File: config.mk
export PLATFORM = sky130hd
export DESIGN_NAME = instr_fetch_unit_flat
export DESIGN_NICKNAME = d
export VERILOG_FILES = /design/src/rtl/instr_fetch_unit_if.sv /design/src/rtl/instr_fetch_unit.sv /design/src/flat_wrapper.sv
export SDC_FILE = /design/constraint.sdc
export NUM_CORES = 1
export LEC_CHECK = 0
export CELL_PAD_IN_SITES_DETAIL_PLACEMENT = 1
export CELL_PAD_IN_SITES_GLOBAL_PLACEMENT = 2
export CORE_MARGIN = 2
export CORE_UTILIZATION = 40
export CTS_BUF_LIST = sky130_fd_sc_hd__clkbuf_8
export DETAILED_ROUTE_END_ITERATION = 10
export PLACE_DENSITY = 0.86
export SETUP_SLACK_MARGIN = 0.4
export SYNTH_ARGS = -nofsm -noshare
export SYNTH_HDL_FRONTEND = slang
export SYNTH_SLANG_ARGS = --single-unit
File: constraint.sdc
create_clock -name clk -period 10.8 [get_ports clk]
set_input_delay 1.62 -clock clk [delete_from_list [all_inputs] [get_ports clk]]
set_output_delay 1.62 -clock clk [all_outputs]
set_load 0.05 [all_outputs]
File: src/rtl/instr_fetch_unit_if.sv
// Fetch-unit bundle: redirect input, instruction-memory request/response, and the {instr, pc} decode port.
// Suffixes are from the fetch unit's point of view; the master modport is the fetch unit itself.
interface instr_fetch_unit_if #(
  parameter int ADDR_WIDTH = 32,
  parameter int DATA_WIDTH = 32
);
  logic                  redirect_i;
  logic [ADDR_WIDTH-1:0] redirect_pc_i;
  logic                  imem_req_o;
  logic [ADDR_WIDTH-1:0] imem_addr_o;
  logic                  imem_gnt_i;
  logic                  imem_rvalid_i;
  logic [DATA_WIDTH-1:0] imem_rdata_i;
  logic                  instr_valid_o;
  logic [DATA_WIDTH-1:0] instr_o;
  logic [ADDR_WIDTH-1:0] instr_pc_o;
  logic                  instr_ready_i;

  modport master (
    input  redirect_i, redirect_pc_i, imem_gnt_i, imem_rvalid_i, imem_rdata_i, instr_ready_i,
    output imem_req_o, imem_addr_o, instr_valid_o, instr_o, instr_pc_o
  );

  modport slave (
    output redirect_i, redirect_pc_i, imem_gnt_i, imem_rvalid_i, imem_rdata_i, instr_ready_i,
    input  imem_req_o, imem_addr_o, instr_valid_o, instr_o, instr_pc_o
  );
endinterface

File: src/rtl/instr_fetch_unit.sv
// PC owner and instruction fetcher: one outstanding imem request, words land in a small FIFO, no bypass (>=1 cycle rvalid->instr_o).
// Backpressure: requests are issued only while FIFO entries plus the in-flight request leave room; a redirect flushes everything.
module instr_fetch_unit #(
  parameter int                    ADDR_WIDTH = 32,
  parameter int                    DATA_WIDTH = 32,
  parameter logic [ADDR_WIDTH-1:0] RESET_PC   = '0,
  parameter int                    FIFO_DEPTH = 2
) (
  input  logic                 clk,
  input  logic                 rst_n,
  instr_fetch_unit_if.master   bus
);

  localparam int PTR_W = (FIFO_DEPTH > 1) ? $clog2(FIFO_DEPTH) : 1;
  localparam int CNT_W = PTR_W + 1;
  localparam logic [DATA_WIDTH-1:0] NOP = DATA_WIDTH'(32'h0000_0013);

  typedef enum logic [1:0] {IDLE, FETCH, WAIT, DROP} state_t;

  state_t                state_q;
  logic [ADDR_WIDTH-1:0] fetch_pc_q;
  logic [ADDR_WIDTH-1:0] tag_q;
  logic [DATA_WIDTH-1:0] dat_q [FIFO_DEPTH];
  logic [ADDR_WIDTH-1:0] pc_q  [FIFO_DEPTH];
  logic [PTR_W-1:0]      rd_ptr_q, wr_ptr_q;
  logic [CNT_W-1:0]      cnt_q, cnt_d;
  logic [DATA_WIDTH-1:0] last_dat_q;
  logic [ADDR_WIDTH-1:0] last_pc_q;

  logic                  outstanding;
  logic [CNT_W:0]        used;
  logic                  credit_ok;
  logic                  req;
  logic                  fire;
  logic                  push;
  logic                  pop;
  logic                  head_vld;
  logic [ADDR_WIDTH-1:0] redirect_tgt;

  assign outstanding  = (state_q == WAIT) || (state_q == DROP);
  assign used         = {1'b0, cnt_q} + {{CNT_W{1'b0}}, outstanding};
  assign credit_ok    = used < (CNT_W+1)'(FIFO_DEPTH);
  assign req          = (state_q == FETCH) && credit_ok;
  assign fire         = req && bus.imem_gnt_i;
  assign head_vld     = cnt_q != '0;
  assign redirect_tgt = bus.redirect_pc_i & ~ADDR_WIDTH'(3);

  // Redirect wins over both FIFO ports: the returning word and the head are stale.
  assign push = (state_q == WAIT) && bus.imem_rvalid_i && !bus.redirect_i;
  assign pop  = head_vld && bus.instr_ready_i && !bus.redirect_i;

  always_comb begin
    cnt_d = cnt_q;
    if (bus.redirect_i)
      cnt_d = '0;
    else if (push && !pop)
      cnt_d = cnt_q + CNT_W'(1);
    else if (pop && !push)
      cnt_d = cnt_q - CNT_W'(1);
  end

  always_ff @(posedge clk or negedge rst_n) begin
    if (!rst_n) begin
      state_q    <= IDLE;
      fetch_pc_q <= RESET_PC;
      tag_q      <= '0;
    end else begin
      if (bus.redirect_i)
        fetch_pc_q <= redirect_tgt;
      else if (fire)
        fetch_pc_q <= fetch_pc_q + ADDR_WIDTH'(4);
      if (fire)
        tag_q <= fetch_pc_q;
      case (state_q)
        IDLE:    state_q <= FETCH;
        FETCH:   if (fire) state_q <= bus.redirect_i ? DROP : WAIT;
        // Data returning in the redirect cycle closes the request, so no DROP is needed then.
        WAIT:    if (bus.imem_rvalid_i) state_q <= FETCH;
                 else if (bus.redirect_i) state_q <= DROP;
        DROP:    if (bus.imem_rvalid_i) state_q <= FETCH;
        default: state_q <= IDLE;
      endcase
    end
  end

  always_ff @(posedge clk or negedge rst_n) begin
    if (!rst_n) begin
      rd_ptr_q   <= '0;
      wr_ptr_q   <= '0;
      cnt_q      <= '0;
      last_dat_q <= NOP;
      last_pc_q  <= '0;
    end else begin
      cnt_q      <= cnt_d;
      last_dat_q <= bus.instr_o;
      last_pc_q  <= bus.instr_pc_o;
      if (bus.redirect_i) begin
        rd_ptr_q <= '0;
        wr_ptr_q <= '0;
      end else begin
        if (push) wr_ptr_q <= wr_ptr_q + PTR_W'(1);
        if (pop)  rd_ptr_q <= rd_ptr_q + PTR_W'(1);
      end
    end
  end

  always_ff @(posedge clk) begin
    if (push) begin
      dat_q[wr_ptr_q] <= bus.imem_rdata_i;
      pc_q[wr_ptr_q]  <= tag_q;
    end
  end

  // An empty FIFO keeps presenting whatever was shown last.
  assign bus.imem_req_o    = req;
  assign bus.imem_addr_o   = fetch_pc_q;
  assign bus.instr_valid_o = head_vld;
  assign bus.instr_o       = head_vld ? dat_q[rd_ptr_q] : last_dat_q;
  assign bus.instr_pc_o    = head_vld ? pc_q[rd_ptr_q]  : last_pc_q;

endmodule
File: src/flat_wrapper.sv
// flat-port wrapper written by rule: the top's interface ports become plain ports
module instr_fetch_unit_flat 
#(
  parameter int                    ADDR_WIDTH = 32,
  parameter int                    DATA_WIDTH = 32,
  parameter logic [ADDR_WIDTH-1:0] RESET_PC   = '0,
  parameter int                    FIFO_DEPTH = 2
)
  (clk, rst_n, bus_redirect_i, bus_redirect_pc_i, bus_imem_gnt_i, bus_imem_rvalid_i, bus_imem_rdata_i, bus_instr_ready_i, bus_imem_req_o, bus_imem_addr_o, bus_instr_valid_o, bus_instr_o, bus_instr_pc_o);
  instr_fetch_unit_if #(.ADDR_WIDTH(ADDR_WIDTH), .DATA_WIDTH(DATA_WIDTH)) bus_i ();
  input  logic clk;
  input  logic rst_n;
  input wire logic [$bits(bus_i.redirect_i)-1:0] bus_redirect_i;
  input wire logic [$bits(bus_i.redirect_pc_i)-1:0] bus_redirect_pc_i;
  input wire logic [$bits(bus_i.imem_gnt_i)-1:0] bus_imem_gnt_i;
  input wire logic [$bits(bus_i.imem_rvalid_i)-1:0] bus_imem_rvalid_i;
  input wire logic [$bits(bus_i.imem_rdata_i)-1:0] bus_imem_rdata_i;
  input wire logic [$bits(bus_i.instr_ready_i)-1:0] bus_instr_ready_i;
  output wire logic [$bits(bus_i.imem_req_o)-1:0] bus_imem_req_o;
  output wire logic [$bits(bus_i.imem_addr_o)-1:0] bus_imem_addr_o;
  output wire logic [$bits(bus_i.instr_valid_o)-1:0] bus_instr_valid_o;
  output wire logic [$bits(bus_i.instr_o)-1:0] bus_instr_o;
  output wire logic [$bits(bus_i.instr_pc_o)-1:0] bus_instr_pc_o;
  assign bus_i.redirect_i = bus_redirect_i;
  assign bus_i.redirect_pc_i = bus_redirect_pc_i;
  assign bus_i.imem_gnt_i = bus_imem_gnt_i;
  assign bus_i.imem_rvalid_i = bus_imem_rvalid_i;
  assign bus_i.imem_rdata_i = bus_imem_rdata_i;
  assign bus_i.instr_ready_i = bus_instr_ready_i;
  assign bus_imem_req_o = bus_i.imem_req_o;
  assign bus_imem_addr_o = bus_i.imem_addr_o;
  assign bus_instr_valid_o = bus_i.instr_valid_o;
  assign bus_instr_o = bus_i.instr_o;
  assign bus_instr_pc_o = bus_i.instr_pc_o;
  instr_fetch_unit #(.ADDR_WIDTH(ADDR_WIDTH), .DATA_WIDTH(DATA_WIDTH), .RESET_PC(RESET_PC), .FIFO_DEPTH(FIFO_DEPTH)) u_core (.clk(clk), .rst_n(rst_n), .bus(bus_i));
endmodule
==> reports/results.tsv <==
stage	metric	value	unit
global_route	grt_max_degree	72	
sta	slew_headroom	0.180	
drt	drt_iter0_markers	379	
layout	antenna_cells	0	
critical_path	startpoint	u_core.cnt_q[1]$_DFFE_PN0P_	
global_route	grt_pass1_wl	36500	µm
floorplan	start_util	0.406	
sta	period_share	0.511	
global_route	grt_pass1_vias	6775	
global_route	antenna_found_initial	0	
floorplan	die_x	161	µm
critical_path	crit_fanout	71	
power	total_power	3350	µW
sta	setup_viol	0	
drt	routed-via-count	6260	
placed_design	dpl-instance-area	11800	µm²
layout	final_area	12700	µm²
clock_network	post_cts_buffers	0	
power	power.density	264	nW/µm²
clock_network	root_buffer	clkbuf_8	
critical_path	regToRegEndpoint	u_core.last_pc_q[27]$_DFF_PN0_	
critical_path	worstSetupPathType	reg -> out	
synth	ys_types	42	
placed_design	portBuffers	163	
sta	tightest_slew	1.23	ns
layout	layout.cells.non_filler	1303	
clock_network	clk_latency	0.53	ns
layout	layout-drive-gt1-share	0.0858	
synth	synthFlopType	dfrtp_1	
floorplan	die_h	161	µm
sta	rsz0062_at_grt	no	
floorplan	core	24200	µm²
clock_network	ctsResizeCount	0	
sta	fmax	0.181	GHz
global_route	grt_overflow	0	
placed_design	gp_congestion	0.797	
drt	firstDrtPassIters	4	
clock_network	cts_buffers	43	
drt	viasPerCell	4.80	
layout	final_common_cell	nand2_1	
critical_path	crit_path_end	bus_instr_pc_o[18]	
clock_network	cts_tree	done	
min_path	hp-class	reg -> reg	
critical_path	critical_path_required	9.18	ns
power	p_leak	0.00489	µW
sta	final.setup.tns	0	ns
synth	synth_seq_cells	254	
sta	drv_slew	0	
drt	routedWlPerCell	17.2	µm
synth	ys_async_sr_fraction	0.512	
drt	post-route-drc-count	0	
sta	finalCriticalPeriod	5.51	ns
clock_network	cts.clk_slew.worst_paths	0.06	ns
floorplan	dieArea	25900	µm²
critical_path	end_kind	output port	
drt	drtAntennaViolNets	0	
placed_design	dp.cells	1224	
synth	synth_area	9840	µm²
run	maxCapViolations	0	
layout	finalNetCount	1019	
critical_path	worstReg2RegStart	u_core.cnt_q[1]$_DFFE_PN0P_	
synth	yosysSeqAreaShare	0.710	
synth	synth-edff-count	124	
clock_network	htreeDepth	2	
drt	wl	22400	µm
global_route	grt_use_total	0.176	
critical_path	r2r_cells	3	
clock_network	cts.sinks	254	
sta	finalHoldViolations	0	
clock_network	cts_buffer_depth	3	
floorplan	pin_count	168	
placed_design	dp_hpwl	14200	µm
power	vdd_drop_max	0.124	mV
floorplan	row_count	57	
critical_path	ff2ff_setup_slack	8.17	ns
layout	layout_common_cells	189 x nand2_1, 161 x clkdlybuf4s50_1, 126 x dfrtp_1, 124 x edfxtp_1, 93 x o21ai_0	
critical_path	arrival	3.89	ns
critical_path	cp-start-kind	register	
synth	synthCells	771	
synth	yosysWarnings	0	
synth	synth_area_per_cell	12.8	µm²
status	status	completed	
sta	final.setup_skew	0.0144	ns
layout	synthToLayoutAreaGrowth	28.7	%
clock_network	holdBufCountCts	0	
## report_power, final
| part | internal [µW] | switching [µW] |
|---|---|---|
| Combinational | 352 | 802 |
| Clock | 472 | 372 |
| Sequential | 1240 | 106 |
## stage by stage
step            util  hold WS [ns]  setup WS, ns
6_report       0.522         0.471          5.29
5_1_grt        0.522         0.494          4.89
4_1_cts        0.522         0.472          5.21
3_5_place_dp   0.486         0.458          5.80
3_3_place_gp   0.486         0.448          5.90
2_1_floorplan      -         0.442          3.66
## flip-flops by register name, summed over array words and instances (netlist names)
name                    cells
u_core.state_q              2
u_core.tag_q               30
u_core.cnt_q                2
u_core.wr_ptr_q             1
u_core.last_pc_q           32
u_core.pc_q                60
u_core.rd_ptr_q             1
u_core.last_dat_q          32
u_core.dat_q               64
u_core.bus.imem_addr_o     30
## layout make-up
type	instances	area, µm²
fillers	2508	11600
flip-flops and latches	254	6980
multi-input cells	466	2670
repair buffers	171	1690
clock buffers	57	785
well taps	324	405
clock inverters	22	95.1
inverters	9	33.8
## worst min path at each step
stage	start	cells past startpoint	slack, ns	to
after CTS	u_core.tag_q[16]$_DFFE_PN0P_	0	0.47	u_core.pc_q[0][16]$_DFFE_PP_
final	u_core.tag_q[16]$_DFFE_PN0P_	0	0.47	u_core.pc_q[0][16]$_DFFE_PP_
after global placement	u_core.tag_q[16]$_DFFE_PN0P_	0	0.45	u_core.pc_q[0][16]$_DFFE_PP_
after floorplan	u_core.tag_q[10]$_DFFE_PN0P_	0	0.44	u_core.pc_q[0][10]$_DFFE_PP_
after detailed placement	u_core.tag_q[18]$_DFFE_PN0P_	0	0.46	u_core.pc_q[1][18]$_DFFE_PP_
after global routing	u_core.tag_q[24]$_DFFE_PN0P_	0	0.49	u_core.pc_q[0][24]$_DFFE_PP_
## critical path: stages, from the launching register on
cell and delay [ns]:
dfrtp_1 0.47, nor2_4 0.94, buf_4 0.69, nand2_1 0.11, o21ai_0 0.13, clkdlybuf4s50_1 0.93
## metal layers
layer  global-route usage  routed length (µm)
met3               0.0393                1060
met5                    0                   0
met1                0.238               10200
met4               0.0556                 462
met2                0.286               10600
## cell usage after synthesis, types with 2 or more instances
master / instances / share of area
nand2_1: 189 / 0.072
dfrtp_1: 127 / 0.32
edfxtp_1: 124 / 0.38
o21ai_0: 93 / 0.047
mux2i_1: 64 / 0.065
clkbuf_1: 36 / 0.014
xnor2_1: 20 / 0.018
nor4_1: 13 / 0.0083
nor2_1: 12 / 0.0046
nand4_1: 11 / 0.0070
xor2_1: 9 / 0.0080
inv_1: 8 / 0.0031
nand3_1: 7 / 0.0036
nor3_1: 6 / 0.0031
a21oi_1: 4 / 0.0020
and2_1: 4 / 0.0025
and4_1: 4 / 0.0036
buf_1: 4 / 0.0015
ha_1: 4 / 0.0051
a31oi_1: 3 / 0.0019
dfstp_2: 3 / 0.0080
and3_1: 2 / 0.0013
buf_4: 2 / 0.0015
mux2_2: 2 / 0.0023
or3_1: 2 / 0.0013
or4_1: 2 / 0.0015
## cells by family after synthesis
family	synth area share
compound gates	0.0543
xor+xnor	0.0258
flops	0.710
fa+ha+maj	0.00509
buf+inv	0.0214
other cells	0.000381
mux	0.0674
simple gates	0.116
(Power assumes the default switching activity.)
==> RTL edit 1: new RTL, same settings <==
`ADDR_WIDTH` is set to 32 in 3 places; all go to 48.
--- a/src/rtl/instr_fetch_unit_if.sv
+++ b/src/rtl/instr_fetch_unit_if.sv
@@ -1,7 +1,7 @@
 // Fetch-unit bundle: redirect input, instruction-memory request/response, and the {instr, pc} decode port.
 // Suffixes are from the fetch unit's point of view; the master modport is the fetch unit itself.
 interface instr_fetch_unit_if #(
-  parameter int ADDR_WIDTH = 32,
+  parameter int ADDR_WIDTH = 48,
   parameter int DATA_WIDTH = 32
 );
   logic                  redirect_i;
--- a/src/rtl/instr_fetch_unit.sv
+++ b/src/rtl/instr_fetch_unit.sv
@@ -1,7 +1,7 @@
 // PC owner and instruction fetcher: one outstanding imem request, words land in a small FIFO, no bypass (>=1 cycle rvalid->instr_o).
 // Backpressure: requests are issued only while FIFO entries plus the in-flight request leave room; a redirect flushes everything.
 module instr_fetch_unit #(
-  parameter int                    ADDR_WIDTH = 32,
+  parameter int                    ADDR_WIDTH = 48,
   parameter int                    DATA_WIDTH = 32,
   parameter logic [ADDR_WIDTH-1:0] RESET_PC   = '0,
   parameter int                    FIFO_DEPTH = 2
--- a/src/flat_wrapper.sv
+++ b/src/flat_wrapper.sv
@@ -1,7 +1,7 @@
 // flat-port wrapper written by rule: the top's interface ports become plain ports
 module instr_fetch_unit_flat 
 #(
-  parameter int                    ADDR_WIDTH = 32,
+  parameter int                    ADDR_WIDTH = 48,
   parameter int                    DATA_WIDTH = 32,
   parameter logic [ADDR_WIDTH-1:0] RESET_PC   = '0,
   parameter int                    FIFO_DEPTH = 2
Ports: changed (resized bus_imem_addr_o, bus_instr_pc_o and bus_redirect_pc_i); port bits go from 168 to 216. No check against the original RTL was run, so the function may have changed too.
==> RTL edit 1 against the unedited design <==
- register-to-register slack worse by 440 ps
- area after synthesis up 34%
- final area up 32%
- hold slack worse by 7.8 ps
- power up 29%
- sequential cell count up 80
- setup slack worse by 330 ps
- wire length up 44%
- highest routed layer unchanged
==> RTL edit 1: results (changes against the unedited design) <==
| Metric | Value |
|---|---|
| Status | finished, final reports clean (unchanged) |
| Routed wl met2 | 15.41 mm (was 10.62 mm) |
| WL/cell | 19.11 µm (was 17.16 µm) |
| Post-DP HPWL | 21.14 mm (was 14.16 mm) |
| Worst Path Arrival | 4220 ps (was 3890 ps) |
| Fill count | 3293 (was 2508) |
| Layout Nets | 1292 (was 1019) |
| Skew-Pair Late Insertion Delay | 570 ps (was 530 ps) |
| Final cell count without fillers | 1687 (was 1303) |
| Synth unique cells | 45 (was 42) |
| VDD IR-drop max | 0.09732 mV (was 0.1241 mV) |
| Logic pwr share | 34.2% (was 34.5%) |
| Post-synth EDFFs | 156 (was 124) |
| Clock power share | 24.1% (was 25.2%) |
| Seq/total area | 54.60% (was 55.17%) |
| Data buffer area share | 13.05% (was 13.33%) |
| GR Util met3 | 4.208% (was 3.926%) |
| Net switching power | 0.001623 W (was 0.001280 W) |
| Clock buffers | 67 (was 57) |
| CTS Buf Count | 56 (was 43) |
| Met2 usage | 31.18% (was 28.59%) |
| Max-slew headroom | 17.28% (was 18.02%) |
| Crit-path max FO | 101 (was 71) |
| Met3 WL | 1.813 mm (was 1.064 mm) |
| ClkCell Share | 6.319% (was 6.948%) |
| Inverters, non-clock | 10 (was 9) |
| Top cells by area, synth | edfxtp_1 36%, dfrtp_1 33%, mux2i_1 6.4% (was edfxtp_1 38%, dfrtp_1 32%, nand2_1 7.2%) |
| First-pass GRT wire length | 49.94 mm (was 36.45 mm) |
| Fraction of area in multi-input gates | 22.51% (was 21.08%) |
| Vias in the first global route | 8951 (was 6775) |
| Final setup vio count | 0 (unchanged) |
| Met1 Use GR | 25.35% (was 23.75%) |
| Multi-Input Combinational | 579 (was 466) |
| Core area | 32450 µm² (was 24250 µm²) |
| Register area share after synthesis | 69.59% (was 70.95%) |
| Cell leakage power | 6.335 nW (was 4.894 nW) |
| Clock skew | 27.26 ps (was 14.40 ps) |
| Largest net degree at the start of global routing | 102 (was 72) |
| Buffers excl. clock | 221 (was 171) |
| Worst-path clk slew | 60 ps (about the same) |
| Ys async rst share | 53.29% (was 51.18%) |
| Seq_cells | 334 (was 254) |
| Starting DRT DRC Count | 348 (was 379) |
| Post-Route M1 WL | 14.52 mm (was 10.21 mm) |
| Total GRT Usage | 18.93% (was 17.61%) |
| Port Buf Inserts | 211 (was 163) |
| Gpl congestion | 0.7694 (was 0.7972) |
| Largest regs | u_core.pc_q (92), u_core.dat_q (64), u_core.last_pc_q (48) (was u_core.dat_q (64), u_core.pc_q (60)) |
| Post-DR vias/cell | 5.001 (was 4.804) |
| Top post-synthesis cells by count | 175 x dfrtp_1, 156 x edfxtp_1, 144 x nand2_1, 114 x o21ai_0, 84 x mux2i_1 (was 189 x nand2_1, 127 x dfrtp_1, 124 x edfxtp_1, 93 x o21ai_0, 64 x mux2i_1) |
| Critical path's largest stage delay | 950 ps |
| Layout cells sized above 1 | 11.73% (was 8.580%) |
| Synth Area per Inst | 13.46 µm² (was 12.76 µm²) |
-- RTL edit 1: changes by cell type in the layout (fill, tap and decap cells not counted), moves of 18 or more --
| cell | unedited run | this run |
|---|---|---|
| clkdlybuf4s50_1 | 161 | 209 |
| dfrtp_1 | 126 | 174 |
| edfxtp_1 | 124 | 156 |
| mux2_2 | 2 | 44 |
| mux2i_1 | 64 | 84 |
| nand2_1 | 189 | 143 |
| nor2_1 | 11 | 29 |
| o21ai_0 | 93 | 114 |
-- RTL edit 1: stage by stage --
stage | setup slack (ps) | hold WS, ps | total power (W) | util [%] | instance area (µm²)
global route | 4613 | 471.2 | 0.004538 | 51.62 | 16750
finish | 4961 | 462.9 | 0.004323 | 51.62 | 16750
floorplan | 2278 | 436.6 | 0.002768 | - | 13140
detailed placement | 5491 | 452.6 | 0.003324 | 48.35 | 15690
global placement | 5621 | 443.9 | 0.003271 | 48.35 | 15690
CTS | 4868 | 465.9 | 0.004380 | 51.62 | 16750
-- RTL edit 1: worst paths after layout --
path / startpoint / end / slack [ps] / cells past startpoint
max in group asynchronous: rst_n / u_core.rd_ptr_q / 8470 / 2
min: u_core.tag_q[13] / u_core.pc_q[1][13] / 460 / 0
max reg2reg: u_core.cnt_q[1] / u_core.rd_ptr_q / 7730 / 6
min in group asynchronous: rst_n / u_core.tag_q[43] / 1000 / 1
max: u_core.cnt_q[1] / bus_instr_pc_o[27] / 4960 / 5
min reg2reg: u_core.tag_q[13] / u_core.pc_q[1][13] / 460 / 0
-- RTL edit 1: kinds of logic after synthesis --
group,Yosys count,synth area share (%)
AOI/OAI and AO/OA,138,5.838
adders and majority gates,4,0.3810
and+or+nand+nor,274,9.895
other,1,0.02854
xor gates and xnor gates,33,2.200
muxes,128,10.17
DFF,334,69.59
buffers and inverters,64,1.895
==> RTL edit 2: new RTL, same flow settings <==
Without the edit above. Re-encode `state_t` (4 states) as one-hot, 4 bits wide.
--- a/src/rtl/instr_fetch_unit.sv
+++ b/src/rtl/instr_fetch_unit.sv
@@ -15,7 +15,7 @@
   localparam int CNT_W = PTR_W + 1;
   localparam logic [DATA_WIDTH-1:0] NOP = DATA_WIDTH'(32'h0000_0013);
 
-  typedef enum logic [1:0] {IDLE, FETCH, WAIT, DROP} state_t;
+  typedef enum logic [3:0] {IDLE = 4'b0001, FETCH = 4'b0010, WAIT = 4'b0100, DROP = 4'b1000} state_t;
 
   state_t                state_q;
   logic [ADDR_WIDTH-1:0] fetch_pc_q;
Formal check against the unedited RTL: no difference found for any inputs over 4 cycles, from zero or initial values and one cycle with rst_n low; so few cycles prove little.
==> RTL edit 2 against the unedited design <==
- setup slack better by 200 ps
- largest power group unchanged
- wire length up 3.6%
- hold slack worse by 4.2 ps
- final area up 0.78%
- critical endpoint is now bus_instr_pc_o[29]
- synthesized cell count down 7.5%
- power down 6.5%
- register-to-register slack worse by 110 ps
- clock skew up 7.5 ps
- fmax up 3.7%
- sequential cell count up 2
- area after synthesis up 1.3%
- die area up 1.2%
- critical path type unchanged
- combinational power down 15%
==> RTL edit 2: results (changes against the unedited design) <==
| Metric | Value |
|---|---|
| Status | finished, final reports clean (unchanged) |
| Sw frac | 36.43% (was 38.22%) |
| Top post-synthesis cells by count | 128 x dfrtp_1, 124 x edfxtp_1, 87 x nand2_1, 76 x o21ai_0, 63 x mux2i_1 (was 189 x nand2_1, 127 x dfrtp_1, 124 x edfxtp_1, 93 x o21ai_0, 64 x mux2i_1) |
| Synth unique cells | 48 (was 42) |
| First-pass GRT wire length | 37.15 mm (was 36.45 mm) |
| Layout cells sized above 1 | 11.54% (was 8.580%) |
| Mux cell area share after synthesis | 9.608% (was 6.740%) |
| VDD IR-drop max | 0.1051 mV (was 0.1241 mV) |
| Worst slack at placement | 5967 ps (was 5804 ps) |
| Layout Nets | 964 (was 1019) |
| Register area share after synthesis | 70.59% (was 70.95%) |
| Min cycle time layout | 5318 ps (was 5514 ps) |
| Vias in the first global route | 6712 (was 6775) |
| Clock buffers | 51 (was 57) |
| Worst-margin pin slew | 1018 ps (was 1230 ps) |
| R2R setup slack | 8060 ps (was 8170 ps) |
| Final Cell Area | 12760 µm² (was 12660 µm²) |
| Starting DRT DRC Count | 294 (was 379) |
| Largest net degree at the start of global routing | 91 (was 72) |
| Data buffer area share | 13.27% (was 13.33%) |
| Worst Path Arrival | 3700 ps (was 3890 ps) |
| Post-Synth XOR/XNOR Area | 0.9671% (was 2.582%) |
| Crit-path max FO | 90 (was 71) |
| Cell leakage power | 4.779 nW (was 4.894 nW) |
| Synth Area in Compound Gates | 7.259% (was 5.430%) |
| Register bit count reported by yosys | 256 (was 254) |
| Fill count | 2468 (was 2508) |
| FF+latch area | 7036 µm² (was 6984 µm²) |
| Area post-placement | 11930 µm² (was 11780 µm²) |
[RTL edit 2: changes by cell type after synthesis, moves of 14 or more]
cell,unedited run,this run
nand2_1,189,87
xnor2_1,20,1
a31oi_1,3,20
o21ai_0,93,76
or4_1,2,17
mux2_1,0,14
o31ai_1,1,15
[RTL edit 2: worst min path at each step]
stage | start | endpoint | slack (ps) | cells after the start
global route | u_core.tag_q[29] | u_core.pc_q[0][29] | 480 | 0
detailed placement | u_core.tag_q[13] | u_core.pc_q[0][13] | 460 | 0
CTS | u_core.tag_q[13] | u_core.pc_q[0][13] | 470 | 0
finish | u_core.tag_q[29] | u_core.pc_q[1][29] | 470 | 0
floorplan | u_core.tag_q[15] | u_core.pc_q[0][15] | 440 | 0
global placement | u_core.tag_q[12] | u_core.pc_q[1][12] | 450 | 0
[RTL edit 2: layer usage]
layer	global-route usage (%)	up-vias	part of all wire (%)
li1	-	3017	-
met1	23.81	3122	45
met2	30.39	155	49
met3	3.371	32	4.2
met4	4.787	0	1.6
met5	0	-	0
